`src/rtl/sobel_pkg.sv`:
```
// Shared definitions for the Sobel pixel path: state encoding, default frame
// geometry and a counter-width helper.
package sobel_pkg;

    typedef enum logic [1:0] {
        IDLE,
        FETCH,
        DRAIN
    } state_e;

    localparam int unsigned SOBEL_IMG_WIDTH  = 6;
    localparam int unsigned SOBEL_IMG_HEIGHT = 6;
    localparam int unsigned SOBEL_DATA_WIDTH = 8;
    localparam int unsigned NUM_PIXELS       = SOBEL_IMG_WIDTH * SOBEL_IMG_HEIGHT;

    // Counter width that stays at least one bit for degenerate sizes.
    function automatic int unsigned cnt_width(input int unsigned n);
        return (n > 1) ? $clog2(n) : 1;
    endfunction

endpackage

```
`src/rtl/sobel_valid_delay.sv`:
```
// Fixed-depth shift register that carries {valid,last} alongside the memory
// read latency so the pixel data can be qualified when it arrives.
module sobel_valid_delay #(
    parameter int unsigned DEPTH = 1
) (
    input  logic clk,
    input  logic rst,
    input  logic valid_i,
    input  logic last_i,
    output logic valid_o,
    output logic last_o
);

    logic [DEPTH-1:0] valid_q, valid_d;
    logic [DEPTH-1:0] last_q,  last_d;

    always_comb begin
        valid_d    = valid_q;
        last_d     = last_q;
        valid_d[0] = valid_i;
        last_d[0]  = last_i;
        for (int unsigned i = 1; i < DEPTH; i++) begin
            valid_d[i] = valid_q[i-1];
            last_d[i]  = last_q[i-1];
        end
    end

    always_ff @(posedge clk) begin
        if (rst) begin
            valid_q <= '0;
            last_q  <= '0;
        end else begin
            valid_q <= valid_d;
            last_q  <= last_d;
        end
    end

    assign valid_o = valid_q[DEPTH-1];
    assign last_o  = last_q[DEPTH-1];

endmodule

```
`src/rtl/sobel_pixel_streamer.sv`:
```
// Reads one frame from a synchronous-read pixel memory in raster order and
// emits it as a gap-free done_o-qualified stream for the Sobel window buffer.
module sobel_pixel_streamer
    import sobel_pkg::*;
#(
    parameter int unsigned IMG_WIDTH   = SOBEL_IMG_WIDTH,
    parameter int unsigned IMG_HEIGHT  = SOBEL_IMG_HEIGHT,
    parameter int unsigned DATA_WIDTH  = SOBEL_DATA_WIDTH,
    parameter int unsigned ADDR_WIDTH  = 6,
    parameter int unsigned MEM_LATENCY = 1
) (
    input  logic                  clk,
    input  logic                  rst,
    input  logic                  start_i,
    output logic                  mem_rd_en_o,
    output logic [ADDR_WIDTH-1:0] mem_addr_o,
    input  logic [DATA_WIDTH-1:0] mem_data_i,
    output logic [DATA_WIDTH-1:0] grayscale_o,
    output logic                  done_o,
    output logic                  busy_o,
    output logic                  frame_end_o
);

    localparam int unsigned CW = cnt_width(IMG_WIDTH);
    localparam int unsigned RW = cnt_width(IMG_HEIGHT);
    localparam logic [CW-1:0] COL_LAST = CW'(IMG_WIDTH - 1);
    localparam logic [RW-1:0] ROW_LAST = RW'(IMG_HEIGHT - 1);

    state_e                state_q, state_d;
    logic [CW-1:0]         col_q, col_d;
    logic [RW-1:0]         row_q, row_d;
    logic [ADDR_WIDTH-1:0] addr_q, addr_d;
    logic                  rd_en_q, rd_en_d;
    logic [DATA_WIDTH-1:0] gray_q, gray_d;
    logic                  done_q, done_d;
    logic                  busy_q, busy_d;
    logic                  frame_end_q, frame_end_d;

    logic fetch_last;
    logic dly_valid;
    logic dly_last;

    assign fetch_last = rd_en_q && (col_q == COL_LAST) && (row_q == ROW_LAST);

    sobel_valid_delay #(
        .DEPTH (MEM_LATENCY)
    ) u_valid_delay (
        .clk     (clk),
        .rst     (rst),
        .valid_i (rd_en_q),
        .last_i  (fetch_last),
        .valid_o (dly_valid),
        .last_o  (dly_last)
    );

    always_comb begin
        state_d     = state_q;
        col_d       = col_q;
        row_d       = row_q;
        addr_d      = addr_q;
        rd_en_d     = rd_en_q;
        busy_d      = busy_q;
        // Output stage is a plain register of the aligned read data; zero when idle.
        gray_d      = dly_valid ? mem_data_i : '0;
        done_d      = dly_valid;
        frame_end_d = dly_valid && dly_last;

        case (state_q)
            IDLE: begin
                if (start_i) begin
                    state_d = FETCH;
                    busy_d  = 1'b1;
                    rd_en_d = 1'b1;
                    addr_d  = '0;
                    col_d   = '0;
                    row_d   = '0;
                end
            end
            FETCH: begin
                if (fetch_last) begin
                    state_d = DRAIN;
                    rd_en_d = 1'b0;
                    addr_d  = '0;
                    col_d   = '0;
                    row_d   = '0;
                end else begin
                    addr_d = addr_q + 1'b1;
                    if (col_q == COL_LAST) begin
                        col_d = '0;
                        row_d = row_q + 1'b1;
                    end else begin
                        col_d = col_q + 1'b1;
                    end
                end
            end
            DRAIN: begin
                // Leave once the last pixel has been presented.
                if (frame_end_q) begin
                    state_d = IDLE;
                    busy_d  = 1'b0;
                end
            end
            default: begin
                state_d = IDLE;
            end
        endcase
    end

    always_ff @(posedge clk) begin
        if (rst) begin
            state_q     <= IDLE;
            col_q       <= '0;
            row_q       <= '0;
            addr_q      <= '0;
            rd_en_q     <= 1'b0;
            gray_q      <= '0;
            done_q      <= 1'b0;
            busy_q      <= 1'b0;
            frame_end_q <= 1'b0;
        end else begin
            state_q     <= state_d;
            col_q       <= col_d;
            row_q       <= row_d;
            addr_q      <= addr_d;
            rd_en_q     <= rd_en_d;
            gray_q      <= gray_d;
            done_q      <= done_d;
            busy_q      <= busy_d;
            frame_end_q <= frame_end_d;
        end
    end

    assign mem_rd_en_o = rd_en_q;
    assign mem_addr_o  = addr_q;
    assign grayscale_o = gray_q;
    assign done_o      = done_q;
    assign busy_o      = busy_q;
    assign frame_end_o = frame_end_q;

endmodule

```
`config.mk`:
```
export PLATFORM = sky130hd
export DESIGN_NAME = sobel_pixel_streamer
export DESIGN_NICKNAME = d
export VERILOG_FILES = /design/src/rtl/sobel_pkg.sv /design/src/rtl/sobel_valid_delay.sv /design/src/rtl/sobel_pixel_streamer.sv
export SDC_FILE = /design/constraint.sdc
export NUM_CORES = 1
export LEC_CHECK = 0
export BUFFER_PORTS_ARGS = -buffer_cell sky130_fd_sc_hd__buf_2
export CAP_MARGIN = 30
export CORE_ASPECT_RATIO = 0.7
export CORE_MARGIN = 2
export CORE_UTILIZATION = 58
export CTS_BUF_LIST = sky130_fd_sc_hd__clkbuf_4
export CTS_CLUSTER_SIZE = 12
export DETAILED_ROUTE_END_ITERATION = 8
export GPL_TIMING_DRIVEN = 0
export PLACE_DENSITY_LB_ADDON = 0.25
export SYNTH_ARGS = -nofsm -noshare
export SYNTH_HDL_FRONTEND = slang
export SYNTH_SLANG_ARGS = --single-unit
export TNS_END_PERCENT = 10
```
`constraint.sdc`:
```
create_clock -name clk -period 2.82 [get_ports clk]
set_input_delay 0.705 -clock clk [delete_from_list [all_inputs] [get_ports clk]]
set_output_delay 0.705 -clock clk [all_outputs]
set_load 0.05 [all_outputs]
```
Yosys cells after proc, flatten, opt, wreduce, memory -nomap -nowiden
Index checks and enable logic that the tools add are counted.

Add/subtract/negate cells: 3. Muxes and demuxes: 19. Equal/unequal tests: 8. Bitwise gates (word level): 1. Reductions and logical operators: 12.

Operators with widths (count): $mux 3 (5); $mux 6 (2); $pmux 3 s2 (2); $pmux 6 s2 (1); $reduce_and 3->1 (4); $add 3x1->3 const B (2); $add 6x1->6 const B (1); $eq 3x3->1 const B (2); $mux 2 (3); $pmux 2 s3 (1); $ne 2x2->1 const B (2); $pmux 1 s2 (2); $reduce_bool 2->1 (2); $logic_and 1x1->1 (3); $mux 1 (3); $ne 3x2->1 const B (1); $eq 2x1->1 const B (1); $eq 2x2->1 const B (1); $logic_not 2->1 (1); $ne 2x1->1 const B (1); $reduce_and 2->1 (1); $reduce_or 2->1 (1); $not 1->1 (1).

Register bits after elaboration: 28. Input bits: 11. Logic and storage cells: 54.

Longest topological paths before layout
Word-level depth: 5. Mapped depth: 6. Mapped depth without buffers: 6.

By module
A second synthesis with hierarchy kept.

Cell total of the unflattened synthesis: 115. Area, all modules: 1184.9 um2.

Modules (own cells, without submodules): sobel_pixel_streamer (instances 1, cells each 111, seq. area each 520.5 um2, area an instance 1132.3 um2); sobel_valid_delay (instances 1, cells each 4, seq. area each 40.0 um2, area an instance 52.6 um2).

Worst setup path after synthesis
No wires, ideal clock.

Path type: register to register. Start: reg rd_en_q, in the netlist mem_rd_en_o. End: reg addr_q[2], in the netlist mem_addr_o[2]. Arrival time: 1525 ps. Library setup time: 122 ps. Cell stages (with the launch flop): 5. Slack: 1173 ps. Clock period less this slack: 1647 ps. Required time: 2698 ps. Path through: dfxtp_1 nand3_1 o21ai_4 nor4b_1 a311o_1.

Cells in the longest elaborated chain, start to end: 4.

RTL lines: start: declaration (RTL line sobel_pixel_streamer.sv:33) `logic rd_en_q, rd_en_d;`; start signal: assignment (RTL line sobel_pixel_streamer.sv:125) `rd_en_q <= rd_en_d;`; $logic_and 1x1->1 (2 in series) (RTL line sobel_pixel_streamer.sv:43) `assign fetch_last = rd_en_q && (col_q == COL_LAST) && (row_q == ROW_LAST);`; $mux 6 (RTL line sobel_pixel_streamer.sv:80) `if (fetch_last) begin`; $pmux 6 s2 (RTL line sobel_pixel_streamer.sv:68) `case (state_q)`; end signal: assignment (RTL line sobel_pixel_streamer.sv:124) `addr_q <= addr_d;`; end: declaration (RTL line sobel_pixel_streamer.sv:32) `logic [ADDR_WIDTH-1:0] addr_q, addr_d;`.

No other way between the ends. A chain may end at the register's enable or synchronous reset.

Final worst setup path
Start: reg addr_q[2], in the netlist mem_addr_o[2]. End: out mem_addr_o[2].

RTL lines: end: declaration (RTL line sobel_pixel_streamer.sv:16) `output logic [ADDR_WIDTH-1:0] mem_addr_o,`.

No word-level cell between the ends.

==> run metrics <==
largest family of logic cells by synthesized area simple AND/OR/NAND/NOR gates; DR vias/cell approximately 5.4; total number of vias approximately 910; final setup TNS 0 ns; CTS H-tree lvls 1; post-synthesis sequential area ratio a little under half; worst rel slew slack a little under 70%; clock-pin slew on the worst setup and hold paths 0.14 ns; syn_nets approximately 130; CP Data Required Time roughly 2.1 ns; final net count approximately 160; Final Hold Fails 0; peak supply drop between 0.4 and 0.5 mV; Synth Cell Area 1180 sq um; Synth Area in XOR/XNOR ~1.5%; antenna violations before repair 0; Simple-Gate Fraction of Synth Area 25.3%; Synth Instances around 120; # rows 13; IO Pins 29; CP arrival 1.07 ns; Max stage delay on crit path between 0.4 and 0.5 ns; CTS buffer count 3; Routed WL per cell between 10 and 15 um; post-CTS sizing 0; filler instances between 100 and 150; Clock Path Buffers 2; Slew @ Worst Pin between 0.4 and 0.5 ns; DRC 0; initial DRC count 36; Max Slew Vio Count 0; Die ar. approximately 2400 sq um; die span in y 41.7 um; worst path cell trace buf_2; worst reg2reg startpoint row_q[0]$_SDFFE_PP0P_; router iterations before antenna repair 4; crit path launch mem_addr_o[2]$_SDFFE_PP0P_; Area Growth Syn to Fin 16.5%; Final GP Congestion roughly 0.76; later-pin clock latency in the skew report roughly 0.32 ns; Synth Area per Inst ~10 sq um; placed cells about 170; Yosys warning total 0; clock skew roughly 0.0084 ns; Seq cells post-synth 28; CP max stage cell dfxtp_1; CP Launch Type flop; Compound-Gate Fraction of Synth Area between 10% and 20%; post-synth cell types ~40; Final period util a little over three fifths; Hold Crit Start u_valid_delay.last_o$_SDFF_PP0_; setup bufs post-CTS 0; Top Family by Delay on Critical Path flip-flops; max cap viols 0; Lkg Pwr 0.618 nW; largest net degree at the start of global routing 16; adder-cell share of the synthesized area 3.19%; IO buf count 28; n_diodes 0; GRT Util Overall roughly a fifth; core area approximately 1900 sq um; worst-path fanout max 6; final design utilization between 70% and 80%; first-pass GRT wire length about 3800 um; Hold Buf Count CTS 0; post-synthesis mux area share less than 1%; Worst setup EP type output port; vias in the first global route 856; DP Wirelength 1740 um; final wirelength roughly 2300 um; RSZ-0062 raised after global routing no; CTS tree yes; starting density of the core 62.4%; minimum clock period roughly 1.8 ns; crit path kind reg -> out; fmax ~560 MHz; remaining global-route overflow 0; status completed; share of layout cells above drive strength 1 between 20 and 30%; Die W approximately 58 um; PwrDens approximately 500 nW/um^2; clock sink count 28; DRT antenna net count 0; final setup fails 0; non-filler cells, final roughly 170; Buf+Inv Stages, Crit Path 1; worst min-delay path class reg -> reg; CTS Root Cell clkbuf_4
-- path summary, 6_finish.rpt --
path | end | slack, ns | depth (start not counted)
worst max-delay path | mem_addr_o[2] | 1.04 | 1
worst min-delay path | frame_end_o$_SDFF_PP0_ | 0.49 | 1
worst max register to register | mem_addr_o[2]$_SDFFE_PP0P_ | 1.23 | 5
worst min register to register | frame_end_o$_SDFF_PP0_ | 0.49 | 1
-- layout make-up --
type	count	area (sq um)	area share [%]
Multi-Input combinational cell	79	576	42.0
Clock buffer	3	22.5	1.64
Tap cell	22	27.5	2.01
Inverter	4	15.0	1.09
Sequential cell	28	561	40.9
Buffer	4	26.3	1.92
Timing Repair Buffer	28	140	10.2
Clock inverter	1	3.75	0.274
-- where the power goes --
| group | internal [mW] | switching, mW | total [mW] |
|---|---|---|---|
| Combinational | 0.0356 | 0.0662 | 0.102 |
| Sequential | 0.409 | 0.00984 | 0.419 |
| Clock | 0.0518 | 0.110 | 0.162 |
| Total | 0.496 | 0.186 | 0.682 |
-- per-stage QoR --
stage / area (sq um) / setup slack, ns / hold slack [ns] / power, mW
floorplan: 1180 / 1.17 / 0.406 / 0.502
global placement: 1350 / 1.14 / 0.452 / 0.524
detailed placement: 1350 / 1.10 / 0.422 / 0.529
CTS: 1370 / 1.04 / 0.485 / 0.686
global route: 1370 / 0.976 / 0.505 / 0.710
finish: 1370 / 1.04 / 0.489 / 0.682
-- synth_stat cells (all sizes together) --
master | count | area [sq um]
or2 | 1 | 6.26
o2bb2ai | 1 | 8.76
a211oi | 3 | 22.5
nor3b | 1 | 7.51
nand2 | 4 | 15.0
o31ai | 1 | 12.5
inv | 4 | 15.0
nor2 | 10 | 37.5
o32ai | 1 | 16.3
and2 | 9 | 56.3
o21a | 1 | 7.51
o21ai | 4 | 31.3
a21o | 2 | 15.0
buf | 2 | 18.8
nor2b | 6 | 45.0
ha | 3 | 37.5
o21bai | 2 | 26.3
a311o | 1 | 10.0
a21oi | 7 | 35.0
a31oi | 1 | 6.26
nor3 | 2 | 10.0
or3 | 1 | 6.26
nand3b | 2 | 27.5
o22ai | 1 | 12.5
nor4b | 2 | 17.5
nand3 | 5 | 35.0
nand2b | 3 | 26.3
or4 | 1 | 7.51
xnor2 | 2 | 17.5
dfxtp | 28 | 561
mux2i | 1 | 10.0
a31o | 1 | 8.76
clkbuf | 2 | 7.51
-- cells in the final DEF (no fill, tap or decap), drive strengths merged --
master	instances
nor2b	6
nor4b	2
o32ai	1
nor3	2
or4	1
dfxtp	28
a21o	2
nand2b	3
clkbuf	5
o31ai	1
or3	1
a31o	1
o21ai	4
a211oi	3
o21a	1
buf	30
mux2i	1
or2	1
o22ai	1
nand3	5
xnor2	2
a311o	1
inv	4
clkinv	1
o2bb2ai	1
o21bai	2
a21oi	7
and2	9
nor3b	1
nor2	10
a31oi	1
ha	3
nand2	4
nand3b	2
-- cell families (layout without fill, tap and decap cells) --
family                   Yosys count  after routing
adder cells (fa/ha/maj)            3              3
flip-flops                        28             28
AO/OA/AOI/OAI                     26             26
buffers and inverters              8             40
AND/OR/NAND/NOR                   47             47
XOR/XNOR                           2              2
multiplexers                       1              1
-- sequential cells by signal (all words and copies together), names as in the netlist --
signal	flops
mem_rd_en_o	1
mem_addr_o	6
frame_end_o	1
busy_o	1
done_o	1
state_q	2
u_valid_delay.valid_o	1
grayscale_o	8
u_valid_delay.last_o	1
row_q	3
col_q	3
-- routing by layer --
layer  track usage, %  share of wire, %  up-vias
met3             5.61               3.6        0
met4             1.40                 0        0
met2             35.0                52       16
met5                0                 0        -
li1                 -                 -      463
met1             26.0                45      433
(Power assumes the default switching activity.)
